--- config.mk ---
export PLATFORM = sky130hd
export DESIGN_NAME = gate_sweep_ctrl
export DESIGN_NICKNAME = d
export VERILOG_FILES = /design/src/rtl/gate_tb_pkg.sv /design/src/rtl/sweep_result_tracker.sv /design/src/rtl/gate_sweep_ctrl.sv
export SDC_FILE = /design/constraint.sdc
export NUM_CORES = 1
export LEC_CHECK = 0
export ABC_CLOCK_PERIOD_IN_PS = 2500
export CAP_MARGIN = 20
export CORE_MARGIN = 2
export CORE_UTILIZATION = 49
export CTS_CLUSTER_DIAMETER = 200
export CTS_CLUSTER_SIZE = 8
export DETAILED_ROUTE_END_ITERATION = 12
export HOLD_SLACK_MARGIN = 0.06
export PLACE_DENSITY = 0.88
export REMOVE_ABC_BUFFERS = 1
export SYNTH_ARGS = -nofsm -noshare
export SYNTH_HDL_FRONTEND = slang
export SYNTH_SLANG_ARGS = --single-unit
export TNS_END_PERCENT = 20
--- constraint.sdc ---
create_clock -name clk -period 2.5 [get_ports clk]
set_input_delay 0.375 -clock clk [delete_from_list [all_inputs] [get_ports clk]]
set_output_delay 0.375 -clock clk [all_outputs]
set_load 0.005 [all_outputs]
--- src/rtl/gate_tb_pkg.sv ---
// Shared definitions for the gate sweep controller.
// Holds the sweep FSM state encoding and the reference truth tables of
// the common 3-input gates. These tables are used as EXPECT values when
// the controller is instantiated beside a gate block.
package gate_tb_pkg;

    typedef enum logic [1:0] {
        ST_IDLE   = 2'd0,
        ST_DRIVE  = 2'd1,
        ST_SAMPLE = 2'd2,
        ST_DONE   = 2'd3
    } sweep_state_e;

    // Bit i of each table is the gate output for input vector i.
    localparam logic [7:0] TT_AND3  = 8'h80;
    localparam logic [7:0] TT_OR3   = 8'hFE;
    localparam logic [7:0] TT_XOR3  = 8'h96;
    localparam logic [7:0] TT_NAND3 = 8'h7F;

endpackage

--- src/rtl/sweep_result_tracker.sv ---
// Result bookkeeping for one gate sweep.
// It counts mismatching samples and captures the first failing vector.
// It also registers the pass verdict when the last vector is sampled.
//
// Ports:
//   clk, rst            clock, asynchronous active-high reset
//   i_clear             start of a new sweep: zero all results
//   i_sample_valid      a sample is being taken this cycle
//   i_mismatch          the sampled gate output differs from the table
//   i_vec               vector being sampled
//   o_err_count         mismatches so far in this sweep
//   o_first_fail_vec    first mismatching vector
//   o_first_fail_valid  o_first_fail_vec holds a captured value
//   o_pass              sweep finished with no mismatch
module sweep_result_tracker #(
    parameter int N_IN = 3
) (
    input  logic            clk,
    input  logic            rst,
    input  logic            i_clear,
    input  logic            i_sample_valid,
    input  logic            i_mismatch,
    input  logic [N_IN-1:0] i_vec,
    output logic [N_IN:0]   o_err_count,
    output logic [N_IN-1:0] o_first_fail_vec,
    output logic            o_first_fail_valid,
    output logic            o_pass
);

    localparam logic [N_IN-1:0] VEC_LAST = {N_IN{1'b1}};

    logic [N_IN:0]   r_err_count;
    logic [N_IN-1:0] r_first_fail_vec;
    logic            r_first_fail_valid;
    logic            r_pass;
    logic            w_hit;
    logic            w_last;
    logic [N_IN:0]   w_err_next;

    // Mismatch count including the sample taken this cycle.
    always_comb begin
        w_hit      = i_sample_valid & i_mismatch;
        w_last     = (i_vec == VEC_LAST);
        w_err_next = r_err_count + {{N_IN{1'b0}}, w_hit};
    end

    // Result registers: cleared per sweep, updated on each sample.
    always_ff @(posedge clk or posedge rst) begin
        if (rst) begin
            r_err_count        <= {(N_IN+1){1'b0}};
            r_first_fail_vec   <= {N_IN{1'b0}};
            r_first_fail_valid <= 1'b0;
            r_pass             <= 1'b0;
        end else if (i_clear) begin
            r_err_count        <= {(N_IN+1){1'b0}};
            r_first_fail_vec   <= {N_IN{1'b0}};
            r_first_fail_valid <= 1'b0;
            r_pass             <= 1'b0;
        end else if (i_sample_valid) begin
            r_err_count <= w_err_next;
            if (w_hit && !r_first_fail_valid) begin
                r_first_fail_vec   <= i_vec;
                r_first_fail_valid <= 1'b1;
            end
            // The verdict is only meaningful once the final vector is in.
            if (w_last) begin
                r_pass <= (w_err_next == {(N_IN+1){1'b0}});
            end
        end
    end

    assign o_err_count        = r_err_count;
    assign o_first_fail_vec   = r_first_fail_vec;
    assign o_first_fail_valid = r_first_fail_valid;
    assign o_pass             = r_pass;

endmodule

--- src/rtl/gate_sweep_ctrl.sv ---
// Self-checking sweep controller for an N_IN-input combinational gate.
// It walks gate_in through every input vector in ascending order and
// holds each vector for HOLD cycles. It then samples gate_out for one
// cycle and compares it against the EXPECT truth table.
//
// Ports:
//   clk, rst          clock, asynchronous active-high reset
//   start             begin a sweep (accepted in IDLE or DONE)
//   abort             return to IDLE at once; wins over start
//   gate_in           vector driven to the gate under test
//   gate_out          output of the gate under test
//   busy              sweep in progress
//   done              sweep complete (sticky until start/abort/rst)
//   pass              no mismatches; valid with done
//   err_count         mismatching vectors in current or last sweep
//   first_fail_vec    first mismatching vector
//   first_fail_valid  first_fail_vec holds a captured value
//   sample_valid      one-cycle pulse while a vector is sampled
//   sample_vec        vector being sampled
module gate_sweep_ctrl
    import gate_tb_pkg::*;
#(
    parameter int                   N_IN   = 3,
    parameter int                   HOLD   = 2,
    parameter logic [(2**N_IN)-1:0] EXPECT = TT_AND3
) (
    input  logic            clk,
    input  logic            rst,
    input  logic            start,
    input  logic            abort,
    output logic [N_IN-1:0] gate_in,
    input  logic            gate_out,
    output logic            busy,
    output logic            done,
    output logic            pass,
    output logic [N_IN:0]   err_count,
    output logic [N_IN-1:0] first_fail_vec,
    output logic            first_fail_valid,
    output logic            sample_valid,
    output logic [N_IN-1:0] sample_vec
);

    localparam int              HOLD_W    = (HOLD > 1) ? $clog2(HOLD) : 1;
    localparam logic [HOLD_W-1:0] HOLD_LAST = HOLD_W'(HOLD - 1);
    localparam logic [N_IN-1:0] VEC_LAST  = {N_IN{1'b1}};

    sweep_state_e      r_state;
    sweep_state_e      w_state_next;
    logic [N_IN-1:0]   r_vec;
    logic [N_IN-1:0]   w_vec_next;
    logic [HOLD_W-1:0] r_hold_cnt;
    logic [HOLD_W-1:0] w_hold_next;
    logic [N_IN-1:0]   r_gate_in;
    logic [N_IN-1:0]   w_gate_in_next;
    logic              r_busy;
    logic              w_busy_next;
    logic              r_done;
    logic              w_done_next;
    logic              w_clear;
    logic              w_sample_take;
    logic              w_mismatch;

    // Next-state, counter and registered-output decode.
    always_comb begin
        w_state_next   = r_state;
        w_vec_next     = r_vec;
        w_hold_next    = r_hold_cnt;
        w_clear        = 1'b0;
        w_gate_in_next = {N_IN{1'b0}};
        w_busy_next    = 1'b0;
        w_done_next    = 1'b0;

        if (abort) begin
            w_state_next = ST_IDLE;
            w_hold_next  = {HOLD_W{1'b0}};
        end else begin
            case (r_state)
                ST_IDLE, ST_DONE: begin
                    if (start) begin
                        w_state_next = ST_DRIVE;
                        w_vec_next   = {N_IN{1'b0}};
                        w_hold_next  = {HOLD_W{1'b0}};
                        w_clear      = 1'b1;
                    end else begin
                        w_state_next = r_state;
                    end
                end
                ST_DRIVE: begin
                    if (r_hold_cnt == HOLD_LAST) begin
                        w_state_next = ST_SAMPLE;
                        w_hold_next  = {HOLD_W{1'b0}};
                    end else begin
                        w_hold_next  = r_hold_cnt + {{(HOLD_W-1){1'b0}}, 1'b1};
                    end
                end
                ST_SAMPLE: begin
                    if (r_vec == VEC_LAST) begin
                        w_state_next = ST_DONE;
                    end else begin
                        w_state_next = ST_DRIVE;
                        w_vec_next   = r_vec + {{(N_IN-1){1'b0}}, 1'b1};
                    end
                end
                default: begin
                    w_state_next = ST_IDLE;
                end
            endcase
        end

        // Outputs are registered from the next state so they line up with it.
        case (w_state_next)
            ST_DRIVE, ST_SAMPLE: begin
                w_gate_in_next = w_vec_next;
                w_busy_next    = 1'b1;
            end
            ST_DONE: begin
                w_done_next = 1'b1;
            end
            default: begin
                w_gate_in_next = {N_IN{1'b0}};
            end
        endcase
    end

    // State, counters and registered outputs.
    always_ff @(posedge clk or posedge rst) begin
        if (rst) begin
            r_state    <= ST_IDLE;
            r_vec      <= {N_IN{1'b0}};
            r_hold_cnt <= {HOLD_W{1'b0}};
            r_gate_in  <= {N_IN{1'b0}};
            r_busy     <= 1'b0;
            r_done     <= 1'b0;
        end else begin
            r_state    <= w_state_next;
            r_vec      <= w_vec_next;
            r_hold_cnt <= w_hold_next;
            r_gate_in  <= w_gate_in_next;
            r_busy     <= w_busy_next;
            r_done     <= w_done_next;
        end
    end

    // An aborted sample is discarded so the retained results stay consistent.
    assign w_sample_take = (r_state == ST_SAMPLE) && !abort;
    assign w_mismatch    = (gate_out != EXPECT[r_vec]);

    sweep_result_tracker #(
        .N_IN (N_IN)
    ) u_tracker (
        .clk                (clk),
        .rst                (rst),
        .i_clear            (w_clear),
        .i_sample_valid     (w_sample_take),
        .i_mismatch         (w_mismatch),
        .i_vec              (r_vec),
        .o_err_count        (err_count),
        .o_first_fail_vec   (first_fail_vec),
        .o_first_fail_valid (first_fail_valid),
        .o_pass             (pass)
    );

    assign gate_in      = r_gate_in;
    assign busy         = r_busy;
    assign done         = r_done;
    assign sample_valid = (r_state == ST_SAMPLE);
    assign sample_vec   = r_vec;

endmodule

# --- Word-level counts from Yosys, hierarchy flattened ---
# Memory sizes are Yosys's and may differ from the RTL's.
# Cells that the tools add are included.
totals:
  ff_bits: 20
  output_inout_bits: 18
  mem_bits_ro: 8
  mem_count: 1
  wordCells: 71
memory_table:
  columns: ["name", "words", "word_bits", "rd", "rd_ports_with_merged_regs", "write_ports", "line", "rtl"]
  rows:
  - ["(no name shown)", 8, 1, 1, 0, 0, "gate_sweep_ctrl.sv:146", "assign w_mismatch = (gate_out != EXPECT[r_vec]);"]
op_classes:
  n_addsub: 3
  eq_ne: 9
  n_mux: 31
  reduce_logical: 15
  order_cmp: 1
  bitwise_logic: 1
ops:
  columns: ["operator", "count"]
  rows:
  - ["3-bit 2-to-1 mux", 7]
  - ["1-bit 2-to-1 mux", 15]
  - ["2-bit equality test (second input constant)", 4]
  - ["2-bit 2-to-1 mux", 4]
  - ["4-bit 2-to-1 mux", 2]
  - ["2-bit case mux with 3 select lines", 1]
  - ["3-bit case mux with 2 select lines", 1]
  - ["2-bit AND reduction", 3]
  - ["2-bit nonzero test", 3]
  - ["4-bit by 1-bit adder with 4-bit output", 1]
  - ["2-bit by 1-bit equality test with 1-bit output (second input constant)", 2]
  - ["4-bit zero test", 1]
  - ["3-bit by 4-bit less-than comparator with 1-bit output (second input constant)", 1]
  - ["2-bit OR reduction", 2]
  - ["3-bit by 1-bit adder with 3-bit output (second input constant)", 1]
  - ["3-bit equality test (second input constant)", 1]
  - ["3-bit != test (second input constant)", 1]
  - ["3-bit nonzero test", 1]
  - ["1-bit logical AND", 2]
  - ["1-bit zero test", 2]
  - ["2-bit zero test", 1]
  - ["1-bit case mux with 2 select lines", 1]
  - ["1-bit adder (second input constant)", 1]
  - ["1-bit bitwise AND", 1]
  - ["1-bit != test", 1]

# --- Longest topological paths before layout ---
# Gate-level depths: netlist (run 1).
depth:
  word_depth: 9
  mapped_depth: 11
  ltp_nobuf: 9

# --- Modules after synthesis ---
# Synthesis (run 1) repeated with hierarchy kept, for this count alone.
unflattened:
  hier_cells: 96
  area_unflattened_um2: 1022.2
by_module_without_submodules:
  columns: ["module", "instances", "seq_area_each_um2", "area_per_inst_um2", "cells_per_inst"]
  rows:
  - ["gate_sweep_ctrl", 1, 275.3, 568.0, 55]
  - ["sweep_result_tracker", 1, 225.2, 454.2, 41]

# --- Worst setup path after synthesis (run 1) ---
# Ideal clock, no wire load.
synth_timing:
  path_kind: "register to register"
  startpoint: "reg r_state[0]"
  endpoint: "reg u_tracker.r_pass (netlist: u_tracker.o_pass)"
  path_stages_with_launch: 11
  n_path_buf: 2
  arrival_ns: 2.105
  t_required_ns: 2.432
  period_less_slack_ns: 2.172
  path_slack_ns: 0.328
  path_cell_list: "dfrtp_1 -> inv_1 -> ha_1 -> buf_6 -> nor2b_2 -> buf_6 -> o21a_1 -> ha_1 -> ha_1 -> a2111oi_0 -> a32o_1"
synth_via:
  elab_chain_len: 8
  elab_cells_between_ends: 16
  classes_between: "add/sub (1); eq/ne (2); mux (5); bitwise (1); reduce/logical (7)"
synth_rtl:
  columns: ["item", "line", "rtl"]
  rows:
  - ["start: declaration", "gate_sweep_ctrl.sv:47", "sweep_state_e r_state;"]
  - ["start signal: assignment", "gate_sweep_ctrl.sv:135", "r_state <= w_state_next;"]
  - ["2-bit equality test *", null, null]
  - ["via sample_valid", "gate_sweep_ctrl.sv:39", "output logic sample_valid,"]
  - ["1-bit logical AND *", "gate_sweep_ctrl.sv:145", "assign w_sample_take = (r_state == ST_SAMPLE) && !abort;"]
  - ["1-bit bitwise AND", "sweep_result_tracker.sv:42", "w_hit = i_sample_valid & i_mismatch;"]
  - ["4-bit by 1-bit adder with 4-bit output", "sweep_result_tracker.sv:44", "w_err_next = r_err_count + {{N_IN{1'b0}}, w_hit};"]
  - ["4-bit zero test", "sweep_result_tracker.sv:67", "r_pass <= (w_err_next == {(N_IN+1){1'b0}});"]
  - ["1-bit 2-to-1 mux", "sweep_result_tracker.sv:66", "if (w_last) begin"]
  - ["1-bit 2-to-1 mux", "sweep_result_tracker.sv:59", "end else if (i_sample_valid) begin"]
  - ["1-bit 2-to-1 mux", "sweep_result_tracker.sv:54", "end else if (i_clear) begin"]
  - ["end signal: assignment", "sweep_result_tracker.sv:67", null]
  - ["end: declaration", "sweep_result_tracker.sv:35", "logic r_pass;"]
# Mark *: on every way through the listed nets, which the timed path passes. The rest lies on a longest branch. The select of a mux whose other input is x is not followed.
# A chain may end at the register's enable or synchronous reset.

# --- Worst setup path in the final report (run 1) ---
layout_timing:
  startpoint: "reg r_vec[0] (netlist: sample_vec[0])"
  endpoint: "reg u_tracker.r_pass (netlist: u_tracker.o_pass)"
layout_via:
  elab_chain_len: 9
  elab_cells_between_ends: 12
  classes_between: "add/sub (1); eq/ne (2); mux (4); bitwise (1); reduce/logical (3); memory (1)"
layout_rtl:
  columns: ["item", "line", "rtl"]
  rows:
  - ["start: declaration", "gate_sweep_ctrl.sv:49", "logic [N_IN-1:0] r_vec;"]
  - ["start signal: assignment", "gate_sweep_ctrl.sv:129", "r_vec <= {N_IN{1'b0}};"]
  - ["start signal: assignment", "gate_sweep_ctrl.sv:136", "r_vec <= w_vec_next;"]
  - ["memory read 8 x 1 bit", null, null]
  - ["1-bit 2-to-1 mux (not written as such)", "gate_sweep_ctrl.sv:146", null]
  - ["1-bit != test", "gate_sweep_ctrl.sv:146", null]
  - ["1-bit bitwise AND", "sweep_result_tracker.sv:42", null]
  - ["4-bit by 1-bit adder with 4-bit output", "sweep_result_tracker.sv:44", null]
  - ["4-bit zero test", "sweep_result_tracker.sv:67", null]
  - ["1-bit 2-to-1 mux", "sweep_result_tracker.sv:66", null]
  - ["1-bit 2-to-1 mux", "sweep_result_tracker.sv:59", null]
  - ["1-bit 2-to-1 mux", "sweep_result_tracker.sv:54", null]
# Several ways; a longest one is shown, not always the timed one. The select of a mux whose other input is x is not followed.

==> impl_metrics.env, run 1 <==
export IMPL_syn_inst=100
export IMPL_io_buffers=22
export IMPL_hold_viol_final=0
export IMPL_yosys_top_cells_count="dfrtp_1 (20), nand2_1 (7), ha_1 (6), inv_1 (6), nor2_1 (5)"
export IMPL_synthFlopType="dfrtp_1"
export IMPL_die_x_um=51.1
export IMPL_cts_hold_buf=0
export IMPL_required_ps=2740
export IMPL_synthesis_area_um2=1090
export IMPL_yosys_area_top_type="dfrtp_1"
export IMPL_power_frac_seq_pct=55.4
export IMPL_ir_drop_mv=0.327
export IMPL_rows=17
export IMPL_yosys_warnings=0
export IMPL_clock_path_buffers=2
export IMPL_placed_cell_area_um2=1320
export IMPL_routed_wl_um=2240
export IMPL_cts_resized_gates=0
export IMPL_cp_startpoint="sample_vec[0]"
export IMPL_clk_pin_slew_ps=100
export IMPL_p_sw_mw=0.188
export IMPL_r2r_cells=7
export IMPL_nets=136
export IMPL_grt_max_degree=21
export IMPL_fin_worst_skew_ps=3.58
export IMPL_grtUsageTotal_pct=20.4
export IMPL_cts_max_level=1
export IMPL_grt_pass1_vias=929
export IMPL_vias_per_cell=5.99
export IMPL_synth_distinct_cells=41
export IMPL_power_density_nw_per_um2=481
export IMPL_critical_path_class="flip-flop to flip-flop"
export IMPL_regToRegEndpoint="u_tracker.o_pass"
export IMPL_synthTopCellsByArea="dfrtp_1 (46%), ha_1 (6.9%), buf_6 (3.1%)"
export IMPL_grt_pass1_wl_um=3880
export IMPL_dieArea_um2=2610
export IMPL_die_y_um=51.1
export IMPL_holdCritPathClass="input port to asynchronous set/reset pin"
export IMPL_worstPathArrival_ps=2600
export IMPL_cts_made_buffers=3
export IMPL_ys_async_sr_fraction_pct=100
export IMPL_dp_hpwl_um=1670
export IMPL_start_util_pct=50.6
export IMPL_cts_root_buf="clkbuf_4"
export IMPL_power_mw=0.647
export IMPL_r2r_slack_ps=150
export IMPL_drv_slew=0
export IMPL_place_congestion=0.833
export IMPL_antenna_left=0
export IMPL_drtIter0Drc=15
export IMPL_timing_final_crit_share_pct=94.1
export IMPL_endpoint="u_tracker.o_pass"
export IMPL_core_um2=2150
export IMPL_clockPowerShare_pct=23.1
export IMPL_power_leakage_nw=0.612
export IMPL_clock_sinks=20
export IMPL_synth_most_common_cell="dfrtp_1"
export IMPL_grt_ovfl_total=0
export IMPL_cts_tree="done"
export IMPL_synth_edf_count=0
export IMPL_ys_seq_area_share_pct=46.1
export IMPL_r2r_start="sample_vec[0]"
export IMPL_rsz0062_at_grt="no"
export IMPL_antenna_found_initial=0
export IMPL_pwr_share_comb_pct=21.5
export IMPL_drc=0
export IMPL_final_min_clock_period_ps=2350
export IMPL_yosys_area_top_type_share_pct=46.1
export IMPL_num_io_pins=23
export IMPL_worstPathMaxFanout=6
export IMPL_clk_latency_ps=300
export IMPL_cts_setup_buffers=0
export IMPL_fmax_mhz=425
export IMPL_drive_above_1_share_pct=11.4
export IMPL_design_area_um2=1350
export IMPL_internal_power_mw=0.459
export IMPL_status="complete, no violations"
export IMPL_maxSlewHeadroom_pct=50.8
export IMPL_switching_share_pct=29.1
export IMPL_setup_violations=0
export IMPL_worst_pin_slew_ps=738
export IMPL_area_delta_synth_final_pct=23.8
export IMPL_drt_first_pass_iters=4
export IMPL_setup_tns_final_ps=0
export IMPL_vias=904
export IMPL_yosys_register_bits=20
export IMPL_endpoint_kind="flip-flop"
export IMPL_wire_per_inst_um=14.8
export IMPL_startpoint_type="flip-flop"
export IMPL_holdWs_ps=490
export IMPL_diodes=0
export IMPL_synth_avg_cell_area_um2=10.9
export IMPL_maxCapViolCount=0
-- worst max-delay path, stage by stage (launching register included) --
cell and delay, ps:
dfrtp_1 450, ha_1 300, and3b_1 240, o21a_1 190
ha_1 200, ha_1 290, a2111oi_0 400, a32o_1 230
-- cells by family after synthesis --
group | count (synthesis) | share of synthesized area, %
flip-flops | 20 | 46.1
AO/OA/AOI/OAI | 29 | 21.5
adder cells (fa/ha/maj) | 6 | 6.91
XOR/XNOR | 3 | 2.42
AND/OR/NAND/NOR | 26 | 13.4
buffers and inverters | 13 | 6.91
multiplexers | 3 | 2.77
-- stage by stage --
stage          std cells  util, %  setup WS, ps
2_1_floorplan         94        -           262
3_3_place_gp         148     61.6           178
3_5_place_dp         148     61.6          74.2
4_1_cts              151     62.6           169
5_1_grt              151     62.6          9.28
6_report             151     62.6           148
-- power groups by stage --
stage / clock network, mW / registers [mW] / logic [mW]
4_1_cts: 0.155 / 0.358 / 0.140
5_1_grt: 0.169 / 0.362 / 0.154
6_report: 0.150 / 0.359 / 0.139
3_3_place_gp: 0 / 0.364 / 0.132
3_5_place_dp: 0 / 0.365 / 0.139
2_1_floorplan: 0 / 0.362 / 0.0775
-- area by class of cell --
cell class / count / area, um2
tap: 28 / 35.0
sequential: 20 / 500
timing repair buffer: 26 / 250
clock buffer: 3 / 22.5
inverter: 7 / 26.3
multi-input combinational: 67 / 510
fill: 178 / 803
-- flip-flops by register name, summed over array words and instances (netlist names) --
| register | count |
|---|---|
| u_tracker.o_first_fail_vec | 3 |
| u_tracker.o_err_count | 4 |
| done | 1 |
| busy | 1 |
| sample_vec | 3 |
| u_tracker.o_pass | 1 |
| gate_in | 3 |
| r_hold_cnt | 1 |
| u_tracker.o_first_fail_valid | 1 |
| r_state | 2 |
-- worst min-delay path by stage --
stage	startpoint	end	cells after the start
3_3_place_gp	u_tracker.o_pass	u_tracker.o_pass	1
3_5_place_dp	u_tracker.o_first_fail_valid	u_tracker.o_first_fail_valid	1
2_1_floorplan	rst	busy	1
5_1_grt	u_tracker.o_pass	u_tracker.o_pass	1
4_1_cts	rst	u_tracker.o_first_fail_vec[2]	2
6_report	rst	u_tracker.o_first_fail_vec[2]	2
-- cells in the final DEF (no fill, tap or decap), drive strengths merged, types with 4 or more instances in the layout --
| cell | instances |
|---|---|
| clkdlybuf4s50 | 22 |
| dfrtp | 20 |
| nand2 | 7 |
| inv | 7 |
| ha | 6 |
| nor2 | 5 |
| o21ai | 5 |
| a21oi | 4 |
| buf | 4 |
-- routing by layer --
| layer | share of wire, % | global-route usage, % | vias up | wire, um |
|---|---|---|---|---|
| met1 | 42 | 22.7 | 443 | 938 |
| met4 | 3.2 | 15.3 | 0 | 72 |
| met3 | 4.5 | 1.75 | 6 | 100 |
| met2 | 50 | 35.7 | 38 | 1130 |
| met5 | 0 | 0 | - | 0 |
| li1 | - | - | 417 | - |
(Power assumes the default switching activity.)
==> inputs of run 2 (changes only) <==
--- a/config.mk
+++ b/config.mk
@@ -9,6 +9,7 @@
 export CAP_MARGIN = 20
 export CORE_MARGIN = 2
 export CORE_UTILIZATION = 49
+export CTS_BUF_LIST = sky130_fd_sc_hd__clkbuf_4 sky130_fd_sc_hd__clkbuf_8 sky130_fd_sc_hd__clkbuf_16
 export CTS_CLUSTER_DIAMETER = 200
 export CTS_CLUSTER_SIZE = 8
 export DETAILED_ROUTE_END_ITERATION = 12
==> results of run 2 <==
Final layout, timing and power as in run 1 (identical DEF).
